## src/rtl/cpu_ctrl_pkg.sv

```systemverilog
`default_nettype none
// +----------------------------------------------------------------------+
// | cpu_ctrl_pkg : state encoding and mux select codes for the sequencer  |
// | Revision 1.0                                                         |
// +----------------------------------------------------------------------+
package cpu_ctrl_pkg;

  localparam int STATE_WIDTH = 3;

  typedef enum logic [STATE_WIDTH-1:0] {
    S_RESET      = 3'd0,
    S_VECTOR     = 3'd1,
    S_FETCH_ADDR = 3'd2,
    S_FETCH_MEM  = 3'd3,
    S_DECODE     = 3'd4,
    S_HALT       = 3'd5,
    S_FAULT      = 3'd6
  } state_e;

  // Select codes shared with the PC and MAR mux instances in the datapath.
  localparam int PC_SRC_SEL_HOLD   = 0;
  localparam int PC_SRC_SEL_VECTOR = 2;
  localparam int ADDR_SRC_SEL_PC   = 0;

  function automatic int max3(input int a, input int b, input int c);
    int m;
    m = (a > b) ? a : b;
    return (m > c) ? m : c;
  endfunction

endpackage
`default_nettype wire

```

## src/rtl/fetch_sequencer_if.sv

```systemverilog
`default_nettype none
// +----------------------------------------------------------------------+
// | fetch_sequencer_if : control bus between sequencer and datapath/mem   |
// | Revision 1.0                                                         |
// +----------------------------------------------------------------------+
interface fetch_sequencer_if #(
  parameter int PC_SELECT_SIZE   = 3,
  parameter int ADDR_SELECT_SIZE = 2
);
  logic                        halt_req_i;
  logic                        mem_ready_i;
  logic                        pc_rst_no;
  logic                        pc_ld_no;
  logic                        pc_inc_no;
  logic                        mar_rst_no;
  logic                        mar_ld_no;
  logic                        ir_ld_no;
  logic                        mem_rd_o;
  logic [PC_SELECT_SIZE-1:0]   pc_src_o;
  logic [ADDR_SELECT_SIZE-1:0] addr_src_o;
  logic                        halted_o;
  logic                        fault_o;
  logic [2:0]                  state_o;

  modport master (
    input  halt_req_i, mem_ready_i,
    output pc_rst_no, pc_ld_no, pc_inc_no, mar_rst_no, mar_ld_no, ir_ld_no,
           mem_rd_o, pc_src_o, addr_src_o, halted_o, fault_o, state_o
  );

  modport slave (
    output halt_req_i, mem_ready_i,
    input  pc_rst_no, pc_ld_no, pc_inc_no, mar_rst_no, mar_ld_no, ir_ld_no,
           mem_rd_o, pc_src_o, addr_src_o, halted_o, fault_o, state_o
  );
endinterface
`default_nettype wire

```

## src/rtl/seq_counter.sv

```systemverilog
`default_nettype none
// +----------------------------------------------------------------------+
// | seq_counter : synchronous clear/enable up-counter, clear has priority |
// | Revision 1.0                                                         |
// +----------------------------------------------------------------------+
module seq_counter #(
  parameter int WIDTH = 4
) (
  input  logic             clk_i,
  input  logic             clear_i,
  input  logic             en_i,
  output logic [WIDTH-1:0] count_o
);
  logic [WIDTH-1:0] count_q;
  logic [WIDTH-1:0] count_d;

  always_comb begin
    count_d = count_q;
    if (clear_i)   count_d = '0;
    else if (en_i) count_d = count_q + WIDTH'(1);
  end

  always_ff @(posedge clk_i) begin
    count_q <= count_d;
  end

  assign count_o = count_q;
endmodule
`default_nettype wire

```

## src/rtl/fetch_sequencer.sv

```systemverilog
`default_nettype none
// +----------------------------------------------------------------------+
// | fetch_sequencer : Mealy reset/vector/fetch control for PC, MAR and IR |
// | Revision 1.0                                                         |
// +----------------------------------------------------------------------+
module fetch_sequencer
  import cpu_ctrl_pkg::*;
#(
  parameter int PC_SELECT_SIZE   = 3,
  parameter int ADDR_SELECT_SIZE = 2,
  parameter int RESET_CYCLES     = 3,
  parameter int PC_SRC_VECTOR    = PC_SRC_SEL_VECTOR,
  parameter int ADDR_SRC_PC      = ADDR_SRC_SEL_PC,
  parameter int READY_TIMEOUT    = 15
) (
  input  logic              clk_i,
  input  logic              reset_i,
  fetch_sequencer_if.master bus
);
  localparam int CNT_W = $clog2(max3(RESET_CYCLES, READY_TIMEOUT, 2));

  localparam logic [CNT_W-1:0]            c_rst_last = CNT_W'(RESET_CYCLES - 1);
  localparam logic [CNT_W-1:0]            c_to_last  = CNT_W'(READY_TIMEOUT - 1);
  localparam bit                          c_to_en    = (READY_TIMEOUT != 0);
  localparam logic [PC_SELECT_SIZE-1:0]   c_pc_vec   = PC_SELECT_SIZE'(PC_SRC_VECTOR);
  localparam logic [PC_SELECT_SIZE-1:0]   c_pc_hold  = PC_SELECT_SIZE'(PC_SRC_SEL_HOLD);
  localparam logic [ADDR_SELECT_SIZE-1:0] c_addr_pc  = ADDR_SELECT_SIZE'(ADDR_SRC_PC);

  state_e           state_q;
  state_e           state_d;
  logic [CNT_W-1:0] cnt_q;
  logic             w_cnt_clr;
  logic             w_cnt_en;

  // One counter serves both the reset hold and the ready timeout; it is
  // cleared whenever the state changes so each use starts from zero.
  seq_counter #(.WIDTH(CNT_W)) u_cnt (
    .clk_i   (clk_i),
    .clear_i (w_cnt_clr),
    .en_i    (w_cnt_en),
    .count_o (cnt_q)
  );

  always_ff @(posedge clk_i) begin
    if (reset_i) state_q <= S_RESET;
    else         state_q <= state_d;
  end

  always_comb begin
    state_d  = state_q;
    w_cnt_en = 1'b0;
    case (state_q)
      S_RESET: begin
        if (cnt_q == c_rst_last) state_d  = S_VECTOR;
        else                     w_cnt_en = 1'b1;
      end
      S_VECTOR:     state_d = S_FETCH_ADDR;
      S_FETCH_ADDR: state_d = S_FETCH_MEM;
      S_FETCH_MEM: begin
        if (bus.mem_ready_i)                      state_d  = S_DECODE;
        else if (c_to_en && (cnt_q == c_to_last)) state_d  = S_FAULT;
        else                                      w_cnt_en = 1'b1;
      end
      S_DECODE:     state_d = bus.halt_req_i ? S_HALT : S_FETCH_ADDR;
      S_HALT:       state_d = S_HALT;
      S_FAULT:      state_d = S_FAULT;
      default:      state_d = S_RESET;
    endcase
    w_cnt_clr = reset_i || (state_d != state_q);
  end

  always_comb begin
    bus.pc_rst_no  = 1'b1;
    bus.pc_ld_no   = 1'b1;
    bus.pc_inc_no  = 1'b1;
    bus.mar_rst_no = 1'b1;
    bus.mar_ld_no  = 1'b1;
    bus.ir_ld_no   = 1'b1;
    bus.mem_rd_o   = 1'b0;
    bus.pc_src_o   = c_pc_hold;
    bus.addr_src_o = '0;
    bus.halted_o   = 1'b0;
    bus.fault_o    = 1'b0;
    case (state_q)
      S_RESET: begin
        bus.pc_rst_no  = 1'b0;
        bus.mar_rst_no = 1'b0;
      end
      S_VECTOR: begin
        bus.pc_src_o = c_pc_vec;
        bus.pc_ld_no = 1'b0;
      end
      S_FETCH_ADDR: begin
        bus.addr_src_o = c_addr_pc;
        bus.mar_ld_no  = 1'b0;
      end
      S_FETCH_MEM: begin
        bus.mem_rd_o = 1'b1;
        if (bus.mem_ready_i) begin
          bus.ir_ld_no  = 1'b0;
          bus.pc_inc_no = 1'b0;
        end
      end
      S_HALT:  bus.halted_o = 1'b1;
      S_FAULT: bus.fault_o  = 1'b1;
      default: ;
    endcase
  end

  assign bus.state_o = state_q;
endmodule
`default_nettype wire

```

## src/flat_wrapper.sv

```systemverilog
// flat-port wrapper written by rule: the top's interface ports become plain ports
module fetch_sequencer_flat import cpu_ctrl_pkg::*;
#(
  parameter int PC_SELECT_SIZE   = 3,
  parameter int ADDR_SELECT_SIZE = 2,
  parameter int RESET_CYCLES     = 3,
  parameter int PC_SRC_VECTOR    = PC_SRC_SEL_VECTOR,
  parameter int ADDR_SRC_PC      = ADDR_SRC_SEL_PC,
  parameter int READY_TIMEOUT    = 15
)
  (clk_i, reset_i, bus_halt_req_i, bus_mem_ready_i, bus_pc_rst_no, bus_pc_ld_no, bus_pc_inc_no, bus_mar_rst_no, bus_mar_ld_no, bus_ir_ld_no, bus_mem_rd_o, bus_pc_src_o, bus_addr_src_o, bus_halted_o, bus_fault_o, bus_state_o);
  fetch_sequencer_if #(.PC_SELECT_SIZE(PC_SELECT_SIZE), .ADDR_SELECT_SIZE(ADDR_SELECT_SIZE)) bus_i ();
  input  logic clk_i;
  input  logic reset_i;
  input wire logic [$bits(bus_i.halt_req_i)-1:0] bus_halt_req_i;
  input wire logic [$bits(bus_i.mem_ready_i)-1:0] bus_mem_ready_i;
  output wire logic [$bits(bus_i.pc_rst_no)-1:0] bus_pc_rst_no;
  output wire logic [$bits(bus_i.pc_ld_no)-1:0] bus_pc_ld_no;
  output wire logic [$bits(bus_i.pc_inc_no)-1:0] bus_pc_inc_no;
  output wire logic [$bits(bus_i.mar_rst_no)-1:0] bus_mar_rst_no;
  output wire logic [$bits(bus_i.mar_ld_no)-1:0] bus_mar_ld_no;
  output wire logic [$bits(bus_i.ir_ld_no)-1:0] bus_ir_ld_no;
  output wire logic [$bits(bus_i.mem_rd_o)-1:0] bus_mem_rd_o;
  output wire logic [$bits(bus_i.pc_src_o)-1:0] bus_pc_src_o;
  output wire logic [$bits(bus_i.addr_src_o)-1:0] bus_addr_src_o;
  output wire logic [$bits(bus_i.halted_o)-1:0] bus_halted_o;
  output wire logic [$bits(bus_i.fault_o)-1:0] bus_fault_o;
  output wire logic [$bits(bus_i.state_o)-1:0] bus_state_o;
  assign bus_i.halt_req_i = bus_halt_req_i;
  assign bus_i.mem_ready_i = bus_mem_ready_i;
  assign bus_pc_rst_no = bus_i.pc_rst_no;
  assign bus_pc_ld_no = bus_i.pc_ld_no;
  assign bus_pc_inc_no = bus_i.pc_inc_no;
  assign bus_mar_rst_no = bus_i.mar_rst_no;
  assign bus_mar_ld_no = bus_i.mar_ld_no;
  assign bus_ir_ld_no = bus_i.ir_ld_no;
  assign bus_mem_rd_o = bus_i.mem_rd_o;
  assign bus_pc_src_o = bus_i.pc_src_o;
  assign bus_addr_src_o = bus_i.addr_src_o;
  assign bus_halted_o = bus_i.halted_o;
  assign bus_fault_o = bus_i.fault_o;
  assign bus_state_o = bus_i.state_o;
  fetch_sequencer #(.PC_SELECT_SIZE(PC_SELECT_SIZE), .ADDR_SELECT_SIZE(ADDR_SELECT_SIZE), .RESET_CYCLES(RESET_CYCLES), .PC_SRC_VECTOR(PC_SRC_VECTOR), .ADDR_SRC_PC(ADDR_SRC_PC), .READY_TIMEOUT(READY_TIMEOUT)) u_core (.clk_i(clk_i), .reset_i(reset_i), .bus(bus_i));
endmodule
```

## config.mk

```make
export PLATFORM = sky130hd
export DESIGN_NAME = fetch_sequencer_flat
export DESIGN_NICKNAME = d
export VERILOG_FILES = /design/src/rtl/cpu_ctrl_pkg.sv /design/src/rtl/fetch_sequencer_if.sv /design/src/rtl/seq_counter.sv /design/src/rtl/fetch_sequencer.sv /design/src/flat_wrapper.sv
export SDC_FILE = /design/constraint.sdc
export NUM_CORES = 1
export LEC_CHECK = 0
export ABC_CLOCK_PERIOD_IN_PS = 1300
export CAP_MARGIN = 20
export CORE_ASPECT_RATIO = 0.6
export CORE_MARGIN = 3
export CORE_UTILIZATION = 25
export CTS_CLUSTER_DIAMETER = 80
export DETAILED_ROUTE_END_ITERATION = 8
export PLACE_DENSITY = 0.59
export SLEW_MARGIN = 20
export SYNTH_ARGS = -nofsm -noshare
export SYNTH_HDL_FRONTEND = slang
export SYNTH_SLANG_ARGS = --single-unit
```

## constraint.sdc

```tcl
create_clock -name clk_i -period 1.3 [get_ports clk_i]
set_input_delay 0.26 -clock clk_i [delete_from_list [all_inputs] [get_ports clk_i]]
set_output_delay 0.26 -clock clk_i [all_outputs]
set_load 0.05 [all_outputs]
```

==> metrics.yaml, run 1 <==
outcome:
  outcome: "finished, violations left"
  violations: "negative setup slack"
worst_setup_path:
  cp-start-kind: "flop"
  path_buf_inv: 2
  crit_path_max_incr_delay_ps: 410
  cp-startpoint: "u_core.bus.state_o[1]"
  path_class: "reg -> out"
  critPathCaptureType: "output pin"
  crit_required_ps: 1040
  r2r_start: "u_core.bus.state_o[0]"
  cp_top_family: "flip-flops"
  crit_arrival_ps: 1210
  crit_fanout: 8
  path_cells: "buf_6 -> nand2_4 -> nor2_4 -> nand2_4 -> buf_12"
  path_common_cell: "nand2_4"
  crit_slowest_cell: "dfxtp_4"
yosys:
  synth_area_per_cell_um2: 8.01
  synth_top_area_cell: "dfxtp_1"
  synthDistinctLibCells: 37
  synth_top_cell_area_share_pct: 22.1
  synth_seq_cells: 7
  synth_area_um2: 633
  yosys_warnings: 0
  synthCells: 79
  ys_seq_area_share_pct: 22.1
  ys_top_cells_by_area: "dfxtp_1, buf_4, a21oi_1"
sta:
  period_needed_ps: 1470
  finalCritPeriodShare_pct: 113
  rsz0062_at_grt: "true"
  fin_skew_ps: 8.51
  hold_viol_final: 0
  setup_tns_ps: -1580
  hold_slack_ps: 622
  finalSetupViolCount: 15
  final_max_slew_viol_count: 0
  fmax_mhz: 682
  fin_ws_ps: -167
flow_run:
  cap_viol_max_count: 0
power_and_ir_drop:
  p_leak_nw: 0.626
  p_per_area_mw_per_mm2: 2520
  power.total_mw: 3.79
  ir_drop_uv: 1140
drt:
  routed_via_density: 5.01
  num_vias: 792
  drtAntennaViolNets: 0
  drtIter0Drc: 30
  routed_wl_mm: 2.49
  first_pass_iters: 4
  drcViolationCount: 0
  wl_per_cell_um: 15.8
floorplanning:
  die_area_mm2: 0.00319
  coreArea_mm2: 0.00228
  rows: 13
  die_x_um: 71.0
  die-height_um: 45.0
  ioPinCount: 21
  start_util_pct: 27.8
placed_design:
  place_congestion: 0.895
  hpwl_mm: 1.47
  port_buffers: 16
  dpl_worst_slack_ps: -462
hold_path:
  hp-start: "u_core.u_cnt.count_o[1]"
  holdCritPathClass: "reg -> reg"
clock_tree:
  cts_made_buffers: 3
  cts_root_buffer: "clkbuf_8"
  clk_latency_ps: 230
  cts_htree_levels: 1
  cts_tree: "done"
  cts_hold_buf: 0
  cts.sinks: 7
  clk_path_buf_depth: 2
  cts.clk_slew.worst_paths_ps: 50
grt:
  antenna_found_initial: 0
  grt_use_total_pct: 15.9
  grt_pass1_wl_mm: 3.77
  grt_pass1_vias: 767
  grt_max_degree: 9
  grt.overflow.total: 0
finish:
  diodes: 0
  fin_nets: 135
  drive_gt1_share_pct: 78.1
  syn_to_final_growth_pct: 137
synthesized netlist by cell type (all sizes together):
cell	count
buf	10
a21oi	7
dfxtp	7
nand2	5
nor2	5
nor3	5
a211oi	4
inv	4
o21ai	4
a31oi	2
and2	2
and3	2
ha	2
nand2b	2
nor2b	2
nor4	2
or3b	2
a2111oi	1
a21o	1
a22oi	1
and2b	1
and3b	1
and4	1
conb	1
nand3	1
o21a	1
o21bai	1
o22a	1
xor2	1
kinds of logic (layout without fill, tap and decap cells):
| kind of cell | count (synthesis) | in the layout | share of synthesized area (%) |
|---|---|---|---|
| simple gates | 31 | 31 | 29.8 |
| compound gates | 23 | 23 | 27.5 |
| buf+inv | 14 | 60 | 14.6 |
| flops | 7 | 7 | 22.1 |
| fa+ha+maj | 2 | 2 | 3.95 |
| other cells | 1 | 4 | 0.592 |
| xor+xnor | 1 | 1 | 1.38 |
layout make-up:
| type | instances | area [um2] |
|---|---|---|
| Clock buffer | 4 | 45.0 |
| Fill cell | 167 | 774 |
| Inverter | 4 | 21.3 |
| Multi-Input combinational cell | 61 | 642 |
| Sequential cell | 7 | 155 |
| Tap cell | 30 | 37.5 |
| Timing Repair Buffer | 52 | 602 |
cell usage in the layout, fill, tap and decap left out, types with 2 or more instances in the layout:
cell	instances
buf_12	14
buf_6	8
clkbuf_8	3
or3b_4	2
nor2_1	2
a31oi_4	2
a211oi_2	2
dfxtp_2	3
nand2_4	2
buf_4	27
a21oi_2	5
dfxtp_4	3
conb_1	4
nor2b_2	2
nand2_1	3
o21ai_4	2
nor4_4	2
nor3_4	3
nor2_2	2
a211oi_1	2
clkdlybuf4s50_1	2
worst reg2reg max path, cell delays in order (launching register included):
cell and delay, ps:
dfxtp_4 380, nor2b_2 290, a21o_4 210, buf_12 120, a31oi_4 90, nor4_4 260
metrics by stage:
stage / area [um2] / util (%) / cells
after floorplan: 722 / - / 82
after global placement: 1110 / 48.8 / 139
after detailed placement: 1110 / 48.8 / 139
after CTS: 1410 / 62.1 / 156
after global routing: 1500 / 66.0 / 158
final: 1500 / 66.0 / 158
worst paths after layout:
path	endpoint	slack, ps	depth (start not counted)
setup / recovery	bus_ir_ld_no	-170	5
hold / removal	u_core.u_cnt.count_o[1]	620	2
setup reg to reg	u_core.u_cnt.count_o[2]	-140	5
hold reg to reg	u_core.u_cnt.count_o[1]	620	2
flip-flops by register name, summed over array words and instances, names as in the netlist:
signal,cells
u_core.u_cnt.count_o,4
u_core.bus.state_o,3
layer usage:
| layer | vias to the layer above | wire length (um) | GRT usage, % | part of all wire [%] |
|---|---|---|---|---|
| met4 | 0 | 18 | 4.49 | 0.72 |
| met2 | 21 | 1220 | 28.2 | 49 |
| met3 | 2 | 130 | 5.33 | 5.2 |
| li1 | 373 | - | - | - |
| met1 | 396 | 1120 | 18.9 | 45 |
| met5 | - | 0 | 0 | 0 |
timing repair:
| action | in CTS | in global routing |
|---|---|---|
| setup buffers | 13 | 3 |
| gates resized for setup | 34 | 16 |
| setup endpoints to repair | 16 | 16 |
| pin swaps | 13 | 8 |
report_power, final:
| part | total, mW | switching, mW | internal (mW) |
|---|---|---|---|
| sequential | 0.389 | 0.101 | 0.288 |
| clock | 0.315 | 0.102 | 0.213 |
| combinational | 3.09 | 1.54 | 1.55 |
No activity file was read; power rests on OpenSTA's default activity.
==> inputs of run 2 (changes only) <==
CTS_CLUSTER_SIZE = 28   (was not set)
PLACE_DENSITY = not set   (was 0.59)
==> run 2 against run 1 <==
The flow still finishes with violations (negative setup slack); worst hold slack worse by 12 ps; utilization is 4.3 points lower; critical path depth is 1 lower; power is 4.5% lower; global-route usage is 2.1 points lower; combinational power is 6% lower; sequential power is 4% higher; fmax is 0.93% lower; clock power is 2% higher; via count is 5.8% lower; setup slack worse by 14 ps.
==> metrics.yaml, run 2 (synthesized netlist as in run 1, its figures left out) <==
outcome:
  outcome: "finished, violations left"
  violations: "negative setup slack"
worst_setup_path:
  path_class: "reg -> out"
  crit_required_ps: 1040
  cp-startpoint: "u_core.bus.state_o[0]"
  path_buf_inv: 3
  crit_arrival_ps: 1220
  r2r_slack_ps: -170
  r2r_start: "u_core.bus.state_o[1]"
  cp-start-kind: "flop"
  r2r_end: "u_core.u_cnt.count_o[1]"
  crit_path_max_incr_delay_ps: 370
  path_common_cell: "buf_6"
  crit_slowest_cell: "dfxtp_4"
  crit_fanout: 7
  critPathCaptureType: "output pin"
  cp_top_family: "flip-flops"
  path_cells: "buf_6 -> buf_6 -> and3b_2 -> buf_12"
  r2r_cells: 6
finish:
  diodes: 0
  final_util_pct: 61.6
  fin_nets: 132
  layout_common_cells: "buf_4, buf_12, buf_6"
  syn_to_final_growth_pct: 122
  drive_gt1_share_pct: 68.8
  largest_reg_flops: 4
  fin_cells: 155
  final_common_cell: "buf_4"
drt:
  routed_wl_mm: 2.29
  drcViolationCount: 0
  routed_via_density: 4.81
  first_pass_iters: 4
  num_vias: 746
  wl_per_cell_um: 14.8
  drtAntennaViolNets: 0
  drtIter0Drc: 23
sta:
  fmax_mhz: 675
  finalSetupViolCount: 16
  setup_tns_ps: -2050
  final_max_slew_viol_count: 0
  fin_ws_ps: -180
  fin_skew_ps: 4.57
  period_needed_ps: 1480
  finalCritPeriodShare_pct: 114
  hold_viol_final: 0
  rsz0062_at_grt: "true"
power_and_ir_drop:
  p_per_area_mw_per_mm2: 2580
  ir_drop_uv: 985
  p_leak_nw: 0.584
grt:
  grt_pass1_vias: 668
  grt_use_total_pct: 13.8
  grt.overflow.total: 0
  grt_max_degree: 9
  grt_pass1_wl_mm: 3.23
  antenna_found_initial: 0
hold_path:
  hold_depth: 2
  min_to: "u_core.u_cnt.count_o[1]"
  holdCritPathClass: "reg -> reg"
  hp-start: "u_core.u_cnt.count_o[1]"
placed_design:
  port_buffers: 16
  dp_cells: 138
  hpwl_mm: 1.48
  place_congestion: 0.805
clock_tree:
  cts.clk_slew.worst_paths_ps: 50
  cts.sinks: 7
  cts_hold_buf: 0
  cts_htree_levels: 1
  cts_tree: "done"
  cts_root_buffer: "clkbuf_8"
  clk_path_buf_depth: 2
  cts_made_buffers: 3
  clk_latency_ps: 230
flow_run:
  cap_viol_max_count: 0
floorplanning:
  ioPinCount: 21
  start_util_pct: 27.8
  die-height_um: 45.0
  die_x_um: 71.0
  coreArea_mm2: 0.00228
  die_area_mm2: 0.00319
  rows: 13
==> run 2: stage by stage <==
step           hold WS (ps)  area, um2  worst slack [ps]  total power [mW]
2_1_floorplan           322        722              -448              1.74
3_3_place_gp            594       1090              -440              2.54
3_5_place_dp            598       1090              -445              2.57
4_1_cts                 610       1280              -175              3.30
5_1_grt                 630       1400              -218              3.79
6_report                610       1400              -180              3.62
==> run 2: power breakdown <==
group / internal, mW / total, mW / leakage (nW) / switching (mW)
clock: 0.213 / 0.321 / 0.0228 / 0.108
combinational: 1.45 / 2.90 / 0.501 / 1.45
sequential: 0.289 / 0.404 / 0.0598 / 0.114
total: 1.95 / 3.62 / 0.584 / 1.67
==> run 2: timing repair <==
item,in CTS,in global routing
endpoints found under the setup margin,16,17
buffers inserted,8,5
hold endpoints to repair,0,0
resized for setup,19,18
pin swaps,10,4
==> run 2: metal layers <==
metal | GRT usage [%] | vias up | wire length [um]
li1 | - | 365 | -
met1 | 19.3 | 358 | 1110
met2 | 20.1 | 19 | 1060
met3 | 4.00 | 4 | 99
met4 | 5.62 | 0 | 25
met5 | 0 | - | 0
==> run 2: final cells by class <==
| type | instances | area (um2) |
|---|---|---|
| Clock buffer | 4 | 45.0 |
| Fill cell | 187 | 873 |
| Inverter | 4 | 21.3 |
| Multi-Input combinational cell | 61 | 583 |
| Sequential cell | 7 | 151 |
| Tap cell | 30 | 37.5 |
| Timing Repair Buffer | 49 | 566 |
==> run 2: worst max-delay path by stage <==
stage,cells after the start,end,slack (ps)
floorplan,6,bus_pc_inc_no,-450
global placement,5,u_core.u_cnt.count_o[2],-440
detailed placement,5,u_core.u_cnt.count_o[2],-450
CTS,4,bus_fault_o,-180
global route,5,bus_pc_src_o[1],-220
finish,4,bus_fault_o,-180
==> run 2: worst reg2reg max path: cells and delay by family (launching register included) <==
family                 cells  cell delay [ps]
AND/OR/NAND/NOR            1              190
flip-flops                 1              380
buffers and inverters      2              300
AO/OA/AOI/OAI              3              520
==> inputs of run 3 (changes only) <==
CTS_CLUSTER_SIZE = 40   (was 28)
==> results of run 3 <==
The final DEF is identical to that of run 2; final timing and power are the same.
